**src/rtl/net_engine_pkg.sv**
```systemverilog
// Shared types and default sizes for the net engine AXI4-Stream blocks.
package net_engine_pkg;

  typedef enum logic [1:0] {
    ST_INIT = 2'd0,
    ST_IDLE = 2'd1,
    ST_SEND = 2'd2
  } tx_state_t;

  localparam int C_DEF_TDATA_WIDTH   = 32;
  localparam int C_DEF_START_COUNT   = 16;
  localparam int C_DEF_FIFO_DEPTH    = 16;
  localparam int C_DEF_PKT_LEN_WIDTH = 16;
  localparam int C_DEF_FIFO_AW       = $clog2(C_DEF_FIFO_DEPTH);

  function automatic int level_width(input int depth);
    return $clog2(depth) + 1;
  endfunction

endpackage

```
**src/rtl/net_engine_sync_fifo.sv**
```systemverilog
// Single-clock first-word-fall-through FIFO with wrap-bit pointers.
// Shared by the stream receiver and transmitter.
module net_engine_sync_fifo
  import net_engine_pkg::*;
#(
  parameter int WIDTH = C_DEF_TDATA_WIDTH,
  parameter int DEPTH = C_DEF_FIFO_DEPTH,
  localparam int AW   = $clog2(DEPTH)
) (
  input  logic             clk,
  input  logic             rst_n,
  input  logic             clear,
  input  logic             push,
  input  logic [WIDTH-1:0] wdata,
  input  logic             pop,
  output logic [WIDTH-1:0] rdata,
  output logic             full,
  output logic             empty,
  output logic [AW:0]      level,
  output logic [AW:0]      wr_ptr,
  output logic [AW:0]      rd_ptr
);

  localparam logic [AW:0] PTR_ONE = 1;

  logic [WIDTH-1:0] mem [DEPTH];
  logic             do_push;
  logic             do_pop;

  assign do_push = push && !full;
  assign do_pop  = pop && !empty;

  // The extra MSB tells a full buffer apart from an empty one.
  assign full  = (wr_ptr[AW] != rd_ptr[AW]) && (wr_ptr[AW-1:0] == rd_ptr[AW-1:0]);
  assign empty = (wr_ptr == rd_ptr);
  assign level = wr_ptr - rd_ptr;
  assign rdata = mem[rd_ptr[AW-1:0]];

  always_ff @(posedge clk or negedge rst_n) begin
    if (!rst_n) begin
      wr_ptr <= '0;
      rd_ptr <= '0;
    end else if (clear) begin
      wr_ptr <= '0;
      rd_ptr <= '0;
    end else begin
      if (do_push) wr_ptr <= wr_ptr + PTR_ONE;
      if (do_pop)  rd_ptr <= rd_ptr + PTR_ONE;
    end
  end

  always_ff @(posedge clk) begin
    if (do_push) mem[wr_ptr[AW-1:0]] <= wdata;
  end

endmodule

```
**src/rtl/net_engine_axis_tx.sv**
```systemverilog
// AXI4-Stream master for the net engine output path: buffers core words and
// frames them into packets of pkt_len beats after a start-up hold-off.
module net_engine_axis_tx
  import net_engine_pkg::*;
#(
  parameter int C_M00_AXIS_TDATA_WIDTH = C_DEF_TDATA_WIDTH,
  parameter int C_M00_AXIS_START_COUNT = C_DEF_START_COUNT,
  parameter int C_FIFO_DEPTH           = C_DEF_FIFO_DEPTH,
  parameter int C_PKT_LEN_WIDTH        = C_DEF_PKT_LEN_WIDTH
) (
  input  logic                                m00_axis_aclk,
  input  logic                                m00_axis_aresetn,
  input  logic                                core_valid,
  input  logic [C_M00_AXIS_TDATA_WIDTH-1:0]   core_data,
  output logic                                core_ready,
  input  logic [C_PKT_LEN_WIDTH-1:0]          pkt_len,
  input  logic                                flush,
  output logic                                m00_axis_tvalid,
  output logic [C_M00_AXIS_TDATA_WIDTH-1:0]   m00_axis_tdata,
  output logic [C_M00_AXIS_TDATA_WIDTH/8-1:0] m00_axis_tstrb,
  output logic                                m00_axis_tlast,
  input  logic                                m00_axis_tready,
  output logic [$clog2(C_FIFO_DEPTH):0]       fifo_level,
  output logic [31:0]                         pkt_count,
  output logic [31:0]                         DEBUG_WRITE_POINTER,
  output logic [31:0]                         DEBUG_READ_POINTER,
  output logic [1:0]                          dbg_state
);

  localparam int AW     = $clog2(C_FIFO_DEPTH);
  localparam int STRB_W = C_M00_AXIS_TDATA_WIDTH / 8;
  localparam logic [31:0] START_LAST =
    (C_M00_AXIS_START_COUNT > 0) ? 32'(C_M00_AXIS_START_COUNT - 1) : 32'd0;
  localparam logic [C_PKT_LEN_WIDTH-1:0] LEN_ONE = 1;

  tx_state_t                  state;
  logic [31:0]                start_cnt;
  logic [C_PKT_LEN_WIDTH-1:0] eff_len;
  logic [C_PKT_LEN_WIDTH-1:0] beat_cnt;
  logic [C_PKT_LEN_WIDTH-1:0] pkt_len_eff;
  logic                       full;
  logic                       empty;
  logic [AW:0]                wr_ptr;
  logic [AW:0]                rd_ptr;
  logic                       push;
  logic                       pop;
  logic                       last_beat;
  logic                       more_after_pop;

  // Handshakes: a word moves when valid and ready are both high at a rising
  // edge. The core side is gated by buffer space; the stream side holds
  // tvalid/tdata/tlast stable until tready is seen.
  assign core_ready      = m00_axis_aresetn && !full;
  assign push            = core_valid && core_ready;
  assign m00_axis_tvalid = (state == ST_SEND) && !empty;
  assign pop             = m00_axis_tvalid && m00_axis_tready;

  assign last_beat       = (beat_cnt == (eff_len - LEN_ONE));
  assign m00_axis_tlast  = m00_axis_tvalid && last_beat;
  assign m00_axis_tstrb  = {STRB_W{m00_axis_tvalid}};
  assign pkt_len_eff     = (pkt_len == '0) ? LEN_ONE : pkt_len;
  // Buffer still holds a word after this pop: at least two now, or one arriving.
  assign more_after_pop  = (fifo_level[AW:1] != '0) || push;

  assign DEBUG_WRITE_POINTER = 32'(wr_ptr);
  assign DEBUG_READ_POINTER  = 32'(rd_ptr);
  assign dbg_state           = state;

  net_engine_sync_fifo #(
    .WIDTH (C_M00_AXIS_TDATA_WIDTH),
    .DEPTH (C_FIFO_DEPTH)
  ) u_fifo (
    .clk    (m00_axis_aclk),
    .rst_n  (m00_axis_aresetn),
    .clear  (flush),
    .push   (push),
    .wdata  (core_data),
    .pop    (pop),
    .rdata  (m00_axis_tdata),
    .full   (full),
    .empty  (empty),
    .level  (fifo_level),
    .wr_ptr (wr_ptr),
    .rd_ptr (rd_ptr)
  );

  always_ff @(posedge m00_axis_aclk or negedge m00_axis_aresetn) begin
    if (!m00_axis_aresetn) begin
      state     <= ST_INIT;
      start_cnt <= '0;
      eff_len   <= '0;
      beat_cnt  <= '0;
      pkt_count <= '0;
    end else begin
      if (pop && last_beat) pkt_count <= pkt_count + 32'd1;

      case (state)
        ST_INIT: begin
          if (start_cnt >= START_LAST) state <= ST_IDLE;
          else                         start_cnt <= start_cnt + 32'd1;
        end
        ST_IDLE: begin
          if (!empty) begin
            eff_len  <= pkt_len_eff;
            beat_cnt <= '0;
            state    <= ST_SEND;
          end
        end
        ST_SEND: begin
          if (pop) begin
            if (last_beat) begin
              beat_cnt <= '0;
              // Back-to-back packets: relatch the length without a bubble.
              if (more_after_pop) eff_len <= pkt_len_eff;
              else                state   <= ST_IDLE;
            end else begin
              beat_cnt <= beat_cnt + LEN_ONE;
            end
          end
        end
        default: state <= ST_IDLE;
      endcase

      // Flush abandons the current packet; the hold-off is never repeated.
      if (flush) begin
        beat_cnt <= '0;
        if (state != ST_INIT) state <= ST_IDLE;
      end
    end
  end

endmodule

```
**config.mk**
```make
export PLATFORM = sky130hd
export DESIGN_NAME = net_engine_axis_tx
export DESIGN_NICKNAME = d
export VERILOG_FILES = /design/src/rtl/net_engine_pkg.sv /design/src/rtl/net_engine_sync_fifo.sv /design/src/rtl/net_engine_axis_tx.sv
export SDC_FILE = /design/constraint.sdc
export NUM_CORES = 1
export LEC_CHECK = 0
export ABC_AREA = 0
export CORE_MARGIN = 2
export CORE_UTILIZATION = 60
export CTS_BUF_LIST = sky130_fd_sc_hd__clkbuf_8
export DETAILED_ROUTE_END_ITERATION = 16
export PLACE_DENSITY_LB_ADDON = 0.25
export SLEW_MARGIN = 20
export SYNTH_ARGS = -nofsm -noshare
export SYNTH_HDL_FRONTEND = slang
export SYNTH_SLANG_ARGS = --single-unit
```
**constraint.sdc**
```tcl
create_clock -name m00_axis_aclk -period 5.9 [get_ports m00_axis_aclk]
set_clock_uncertainty 0.15 [all_clocks]
set_input_delay 1.18 -clock m00_axis_aclk [delete_from_list [all_inputs] [get_ports m00_axis_aclk]]
set_output_delay 1.18 -clock m00_axis_aclk [all_outputs]
set_load 0.05 [all_outputs]
```
==> results.toml, run 1 <==
[sta]
period_share = 0.910
relSlewSlack = 0.244
worstMarginPinSlew_ns = 1.13
max_freq_mhz = 186
finalHoldViolations = 0
finalCriticalPeriod_ns = 5.37
tns_ns = 0
rsz0062_at_grt = "no"
slew_violations = 0
setup_violations = 0

[critical_path]
crit_path_end_kind = "output pin"
startpoint = "eff_len[0]"
worstSetupPathType = "flip-flop to output pin"
cp_data_arrival_time_ns = 4.04
reg2reg_from = "eff_len[0]"
critPathRequiredTime_ns = 4.57
cp-start-kind = "flip-flop"
crit_fanout = 8

[cts]
holdBufCountCts = 0
cts_buffers = 97
cts_buffer_depth = 3
clk_latency_ns = 0.66
clk_pin_slew_worst_paths_ns = 0.06
cts_sinks = 620
cts_tree = "built"
cts_max_level = 3
cts_setup_buffers = 0
cts_root_buffer = "clkbuf_8"

[synth]
async_flop_share = 0.174
ys_types = 63
synthesis.area_mm2 = 0.0252
synth.area.mux_share = 0.153
yosys.area_share.simple = 0.0476
synth_top_family_by_area = "multiplexers"
syn_inst = 1334
avgSynthCellArea_um2 = 18.9
ys_seq_area_frac = 0.717
synth_compound_gate_area_share = 0.0200
synth-main-ff-cell = "edfxtp_1"
synth_seq_cells = 620
synth-edff-count = 512
synthXorXnorAreaFrac = 0.0219
synth_fa_ha_area_frac = 0.00724
ys_warn_count = 0

[layout]
nets = 1581
antenna_cells = 0
area_delta_synth_final_pct = 14.7
drive_gt1_frac = 0.227
fill_cells = 2600

[place]
post-dp-hpwl_um = 29400
routabilityCongestion = 0.885
port_buffers = 140

[job]
cap_violations = 0

[floorplan]
rows = 75
chipHeight_um = 209
die_x_um = 209
ios = 195
dieArea_mm2 = 0.0437
core_mm2 = 0.0418
start_util = 0.604

[grt]
grt_pass1_vias = 13100
grt_usage = 0.244
grt_antenna_before_repair = 2
grt_pass1_wl_um = 79100
grt_overflow = 0
grt_max_degree = 71

[min_path]
hold_path_startpoint = "start_cnt[14]"
hp-class = "flip-flop to flip-flop"

[power]
power_frac_seq = 0.555
clock_power_share = 0.366
swShare = 0.239
combinationalPowerShare = 0.080
power_density_mw_per_mm2 = 309
p_int_mw = 6.81
p_leak_nw = 9.77
total_power_mw = 8.95
switchingPower_mw = 2.14
vdd_drop_max_mv = 0.197

[route]
routed_wl_um = 52100
drtAntennaViolNets = 0
drtIter0Drc = 1119
vias = 12800
dr.pass1.iters = 7
wl_per_cell_um = 24.5
post_drt_via_cell_ratio = 6.01
drc_errors = 0

[run_status]
run_status = "finished clean"
[stage by stage]
step | area (µm²) | hold slack [ns] | cells | util | setup slack (ns)
after floorplan | 25400 | 0.279 | 1387 | - | 0.0857
after global placement | 27100 | 0.215 | 1953 | 0.650 | 0.958
after detailed placement | 27100 | 0.216 | 1953 | 0.650 | 0.861
after CTS | 28900 | 0.231 | 2127 | 0.692 | 0.121
after global routing | 28900 | 0.236 | 2128 | 0.693 | 0.352
final | 28900 | 0.228 | 2128 | 0.693 | 0.532
[cell type report]
cell class              count  area (µm²)  share of cell area
flip-flops and latches    620       18100               0.625
multi-input cells         606        6610               0.229
repair buffers            170        1720              0.0595
clock buffers             106        1460              0.0504
inverters                  19        71.3             0.00247
well taps                 539         674              0.0233
clock inverters            68         303              0.0105
[power by group through the flow]
stage	Clock, mW	Combinational [mW]	Sequential [mW]
3_3_place_gp	0	0.698	5.04
3_5_place_dp	0	0.709	5.05
2_1_floorplan	0	0.554	5.01
4_1_cts	3.34	0.711	4.96
5_1_grt	3.52	0.771	4.98
6_report	3.27	0.713	4.96
[worst paths after layout]
check                            endpoint  slack, ns  depth (start not counted)
setup / recovery           m00_axis_tlast       0.53                          9
hold / removal              start_cnt[14]       0.23                          0
setup reg to reg               eff_len[3]       1.61                          9
hold reg to reg             start_cnt[14]       0.23                          0
max in group asynchronous   pkt_count[14]       3.99                          2
min in group asynchronous   start_cnt[28]       0.33                          1
[Yosys cell counts, drive strengths merged, types with 11 or more instances]
cell type,number,area (µm²)
a21oi,11,55.1
buf,85,569
clkbuf,57,214
dfrtp,108,2700
edfxtp,512,15400
ha,13,163
inv,19,71.3
mux2,17,225
mux4,160,3600
nand2,43,161
nand3,25,125
nand4,24,150
nor2,44,165
nor3,23,115
nor4,19,119
o21ai,11,55.1
xnor2,45,394
xor2,18,158
[cell families after synthesis]
kind of cell             count (synthesis)
multiplexers                           179
XOR/XNOR                                63
buffers and inverters                  161
flip-flops                             620
AND/OR/NAND/NOR                        226
adder cells (fa/ha/maj)                 14
other                                    1
AO/OA/AOI/OAI                           70
[critical path, stage by stage, from the launching register on]
cell and delay (ns):
dfrtp_1 0.45, inv_1 0.11, ha_1 0.26, or3b_1 0.48, or4_1 0.55, a32oi_1 0.20
nand4_1 0.12, or4_4 0.47, nor3_1 0.26, dlymetal6s2s_1 0.48
[what timing repair did]
| action | in CTS | in global routing |
|---|---|---|
| hold endpoints to repair | 0 | 0 |
| setup endpoints to repair | 0 | 1 |
| resized for setup | 0 | 1 |
[registers in the layout (all words and copies together), names as in the netlist]
| signal | count |
|---|---|
| u_fifo.mem | 512 |
| pkt_count | 32 |
| start_cnt | 32 |
| beat_cnt | 16 |
| eff_len | 16 |
| u_fifo.rd_ptr | 5 |
| u_fifo.wr_ptr | 5 |
| dbg_state | 2 |
[layout by cell type, fill, tap and decap left out, types with 4 or more instances in the layout]
cell type | netlist | layout
nand3_1 | 25 | 25
clkinv_1 | 0 | 14
clkbuf_8 | 0 | 106
xor2_1 | 18 | 18
or3_1 | 5 | 5
buf_12 | 1 | 6
o311ai_0 | 6 | 6
ha_1 | 13 | 13
clkdlybuf4s50_1 | 0 | 138
nand4_1 | 24 | 24
a31oi_1 | 4 | 4
nor2b_1 | 5 | 5
mux2_4 | 9 | 9
nor3_1 | 23 | 19
and2_1 | 5 | 5
a21oi_1 | 11 | 10
o21ai_0 | 10 | 10
edfxtp_1 | 512 | 512
clkinv_2 | 0 | 7
nand2b_1 | 4 | 4
nor3_2 | 0 | 4
conb_1 | 1 | 54
nor2_1 | 44 | 32
nor2_4 | 0 | 12
buf_4 | 59 | 24
a21o_1 | 8 | 8
inv_1 | 18 | 61
o22ai_1 | 4 | 4
a22o_1 | 4 | 4
dfrtp_1 | 108 | 105
o31ai_1 | 6 | 6
xnor2_1 | 45 | 45
and3_1 | 6 | 6
mux4_2 | 160 | 160
or4_1 | 5 | 5
nor4_1 | 19 | 18
nand2_1 | 43 | 43
mux2_2 | 8 | 8
[per-layer routing]
metal | track usage | part of all wire | up-vias
li1 | - | - | 5590
met1 | 0.342 | 0.41 | 6579
met2 | 0.394 | 0.50 | 532
met3 | 0.0531 | 0.069 | 94
met4 | 0.0722 | 0.020 | 4
met5 | 0 | 0.00040 | -
(Power assumes the default switching activity.)
==> run 2: changes to the inputs <==
Settings changed: CAP_MARGIN from default to 20.
==> run 2 against run 1 <==
Compared with the run above:
- register-to-register slack is essentially flat
- die area is the same
- worst hold slack is essentially flat
- count of clock-buffer cells in the layout is the same
- flip-flop and latch count is the same
- power is essentially flat
- clock power is essentially flat
- core utilization grew 0.066 points
- routed wire length grew 0.17%
- sequential share of layout area shrank 0.060 points
- cell area is essentially flat
- combinational power is essentially flat
- critical endpoint unchanged
- largest cell class unchanged
==> results.toml, run 2 (same netlist as run 1, synthesis figures left out) <==
[run_status]
run_status = "finished clean"

[critical_path]
cp_data_arrival_time_ns = 4.04
worstSetupPathType = "flip-flop to output pin"
worstRegToRegCells = 9
crit_path_end_kind = "output pin"
path_cells = "inv_1 > ha_1 > or3b_1 > or4_1 > a32oi_1 > nand4_1 > or4_4 > nor3_1 > dlymetal6s2s_1"
cpPeakStageDelay_ns = 0.56
critPathRequiredTime_ns = 4.57
critPathTopFamily = "simple AND/OR/NAND/NOR gates"
cp-start-kind = "flip-flop"
cp_slowest_cell = "or4_1"
crit_fanout = 8
crit_buf_inv = 2
cp.depth = 9

[route]
drc_errors = 0
wl_per_cell_um = 24.5
routed_wl_um = 52200
post_drt_via_cell_ratio = 6.03
drtAntennaViolNets = 0
drtIter0Drc = 1177
dr.pass1.iters = 6
vias = 12800

[power]
power_frac_seq = 0.555
p_int_mw = 6.81
switchingPower_mw = 2.14
clock_power_share = 0.365
swShare = 0.239
power_density_mw_per_mm2 = 309
vdd_drop_max_mv = 0.199
p_leak_nw = 9.78
combinationalPowerShare = 0.080

[place]
place_area_mm2 = 0.0271
routabilityCongestion = 0.885
post-dp-hpwl_um = 29400
dp_cells = 1953
pre_cts_slack_ns = 0.861
port_buffers = 140

[layout]
fin_area_mm2 = 0.0290
area_delta_synth_final_pct = 14.8
nets = 1582
layout.cells.most_common_list = "edfxtp_1 (512), mux4_2 (160), clkdlybuf4s50_1 (138)"
final_cell_count_no_fill = 2129
drive_gt1_frac = 0.227
layout_commonest_cell = "edfxtp_1"
antenna_cells = 0
largest_reg_flops = 512

[cts]
cts_sinks = 620
holdBufCountCts = 0
cts_tree = "built"
clk_latency_ns = 0.66
cts_buffer_depth = 3
cts_buffers = 97
cts_root_buffer = "clkbuf_8"
clk_pin_slew_worst_paths_ns = 0.06
cts_max_level = 3

[floorplan]
core_mm2 = 0.0418
die_x_um = 209
start_util = 0.604
rows = 75
chipHeight_um = 209
dieArea_mm2 = 0.0437
ios = 195

[sta]
rsz0062_at_grt = "no"
tns_ns = 0
relSlewSlack = 0.277
hold_ws_ns = 0.228
slew_violations = 0
max_freq_mhz = 186
setup_violations = 0
finalHoldViolations = 0
worstMarginPinSlew_ns = 1.08
period_share = 0.910
finalCriticalPeriod_ns = 5.37
postLayoutSetupSlackWorst_ns = 0.532

[grt]
grt_overflow = 0
grt_max_degree = 71
grt_usage = 0.244
grt_pass1_vias = 13100
grt_antenna_before_repair = 2
grt_pass1_wl_um = 79100

[min_path]
hold_depth = 0
hp-class = "flip-flop to flip-flop"

[job]
cap_violations = 0
-- run 2: final timing paths --
check	slack [ns]	end	from
min in group asynchronous	0.33	start_cnt[28]	m00_axis_aresetn
max in group asynchronous	3.98	pkt_count[14]	m00_axis_aresetn
min reg2reg	0.23	start_cnt[14]	start_cnt[14]
max	0.53	m00_axis_tlast	eff_len[0]
min	0.23	start_cnt[14]	start_cnt[14]
max reg2reg	1.60	eff_len[3]	eff_len[0]
-- run 2: what timing repair did --
action,in CTS,in global routing
endpoints found under the hold margin,0,0
gates resized for setup,0,1
setup buffers,0,0
endpoints found under the setup margin,0,1
-- run 2: cell type report --
class / instances / area [µm²]
clock buffer: 106 / 1460
clock inverter: 68 / 303
fill: 2599 / 12800
inverter: 19 / 71.3
multi-input combinational: 606 / 6610
sequential: 620 / 18100
tap: 539 / 674
timing repair buffer: 171 / 1750
-- run 2: per-layer routing --
layer | wire length, µm | share of wire | up-vias | global-route usage
met1 | 21500 | 0.41 | 6651 | 0.342
li1 | - | - | 5593 | -
met5 | 21 | 0.00040 | - | 0
met4 | 1040 | 0.020 | 4 | 0.0722
met3 | 3550 | 0.068 | 90 | 0.0531
met2 | 26000 | 0.50 | 503 | 0.394
-- run 2: stage by stage --
stage	util	total power, mW
after global placement	0.650	5.74
final	0.693	8.95
after detailed placement	0.650	5.76
after CTS	0.692	9.02
after floorplan	-	5.56
after global routing	0.693	9.27
-- run 2: worst register-to-register path, stage by stage, from the launching register on --
cell,delay [ns]
dfrtp_1,0.45
inv_1,0.11
ha_1,0.26
or3b_1,0.48
or4_1,0.56
a32oi_1,0.20
nand4_1,0.12
or4_4,0.47
o31ai_4,0.93
mux2_2,0.43
-- run 2: power by group through the flow --
stage / registers [mW] / clock network, mW / logic, mW
finish: 4.96 / 3.27 / 0.713
global route: 4.98 / 3.52 / 0.771
CTS: 4.96 / 3.34 / 0.711
detailed placement: 5.05 / 0 / 0.709
global placement: 5.04 / 0 / 0.698
floorplan: 5.01 / 0 / 0.554
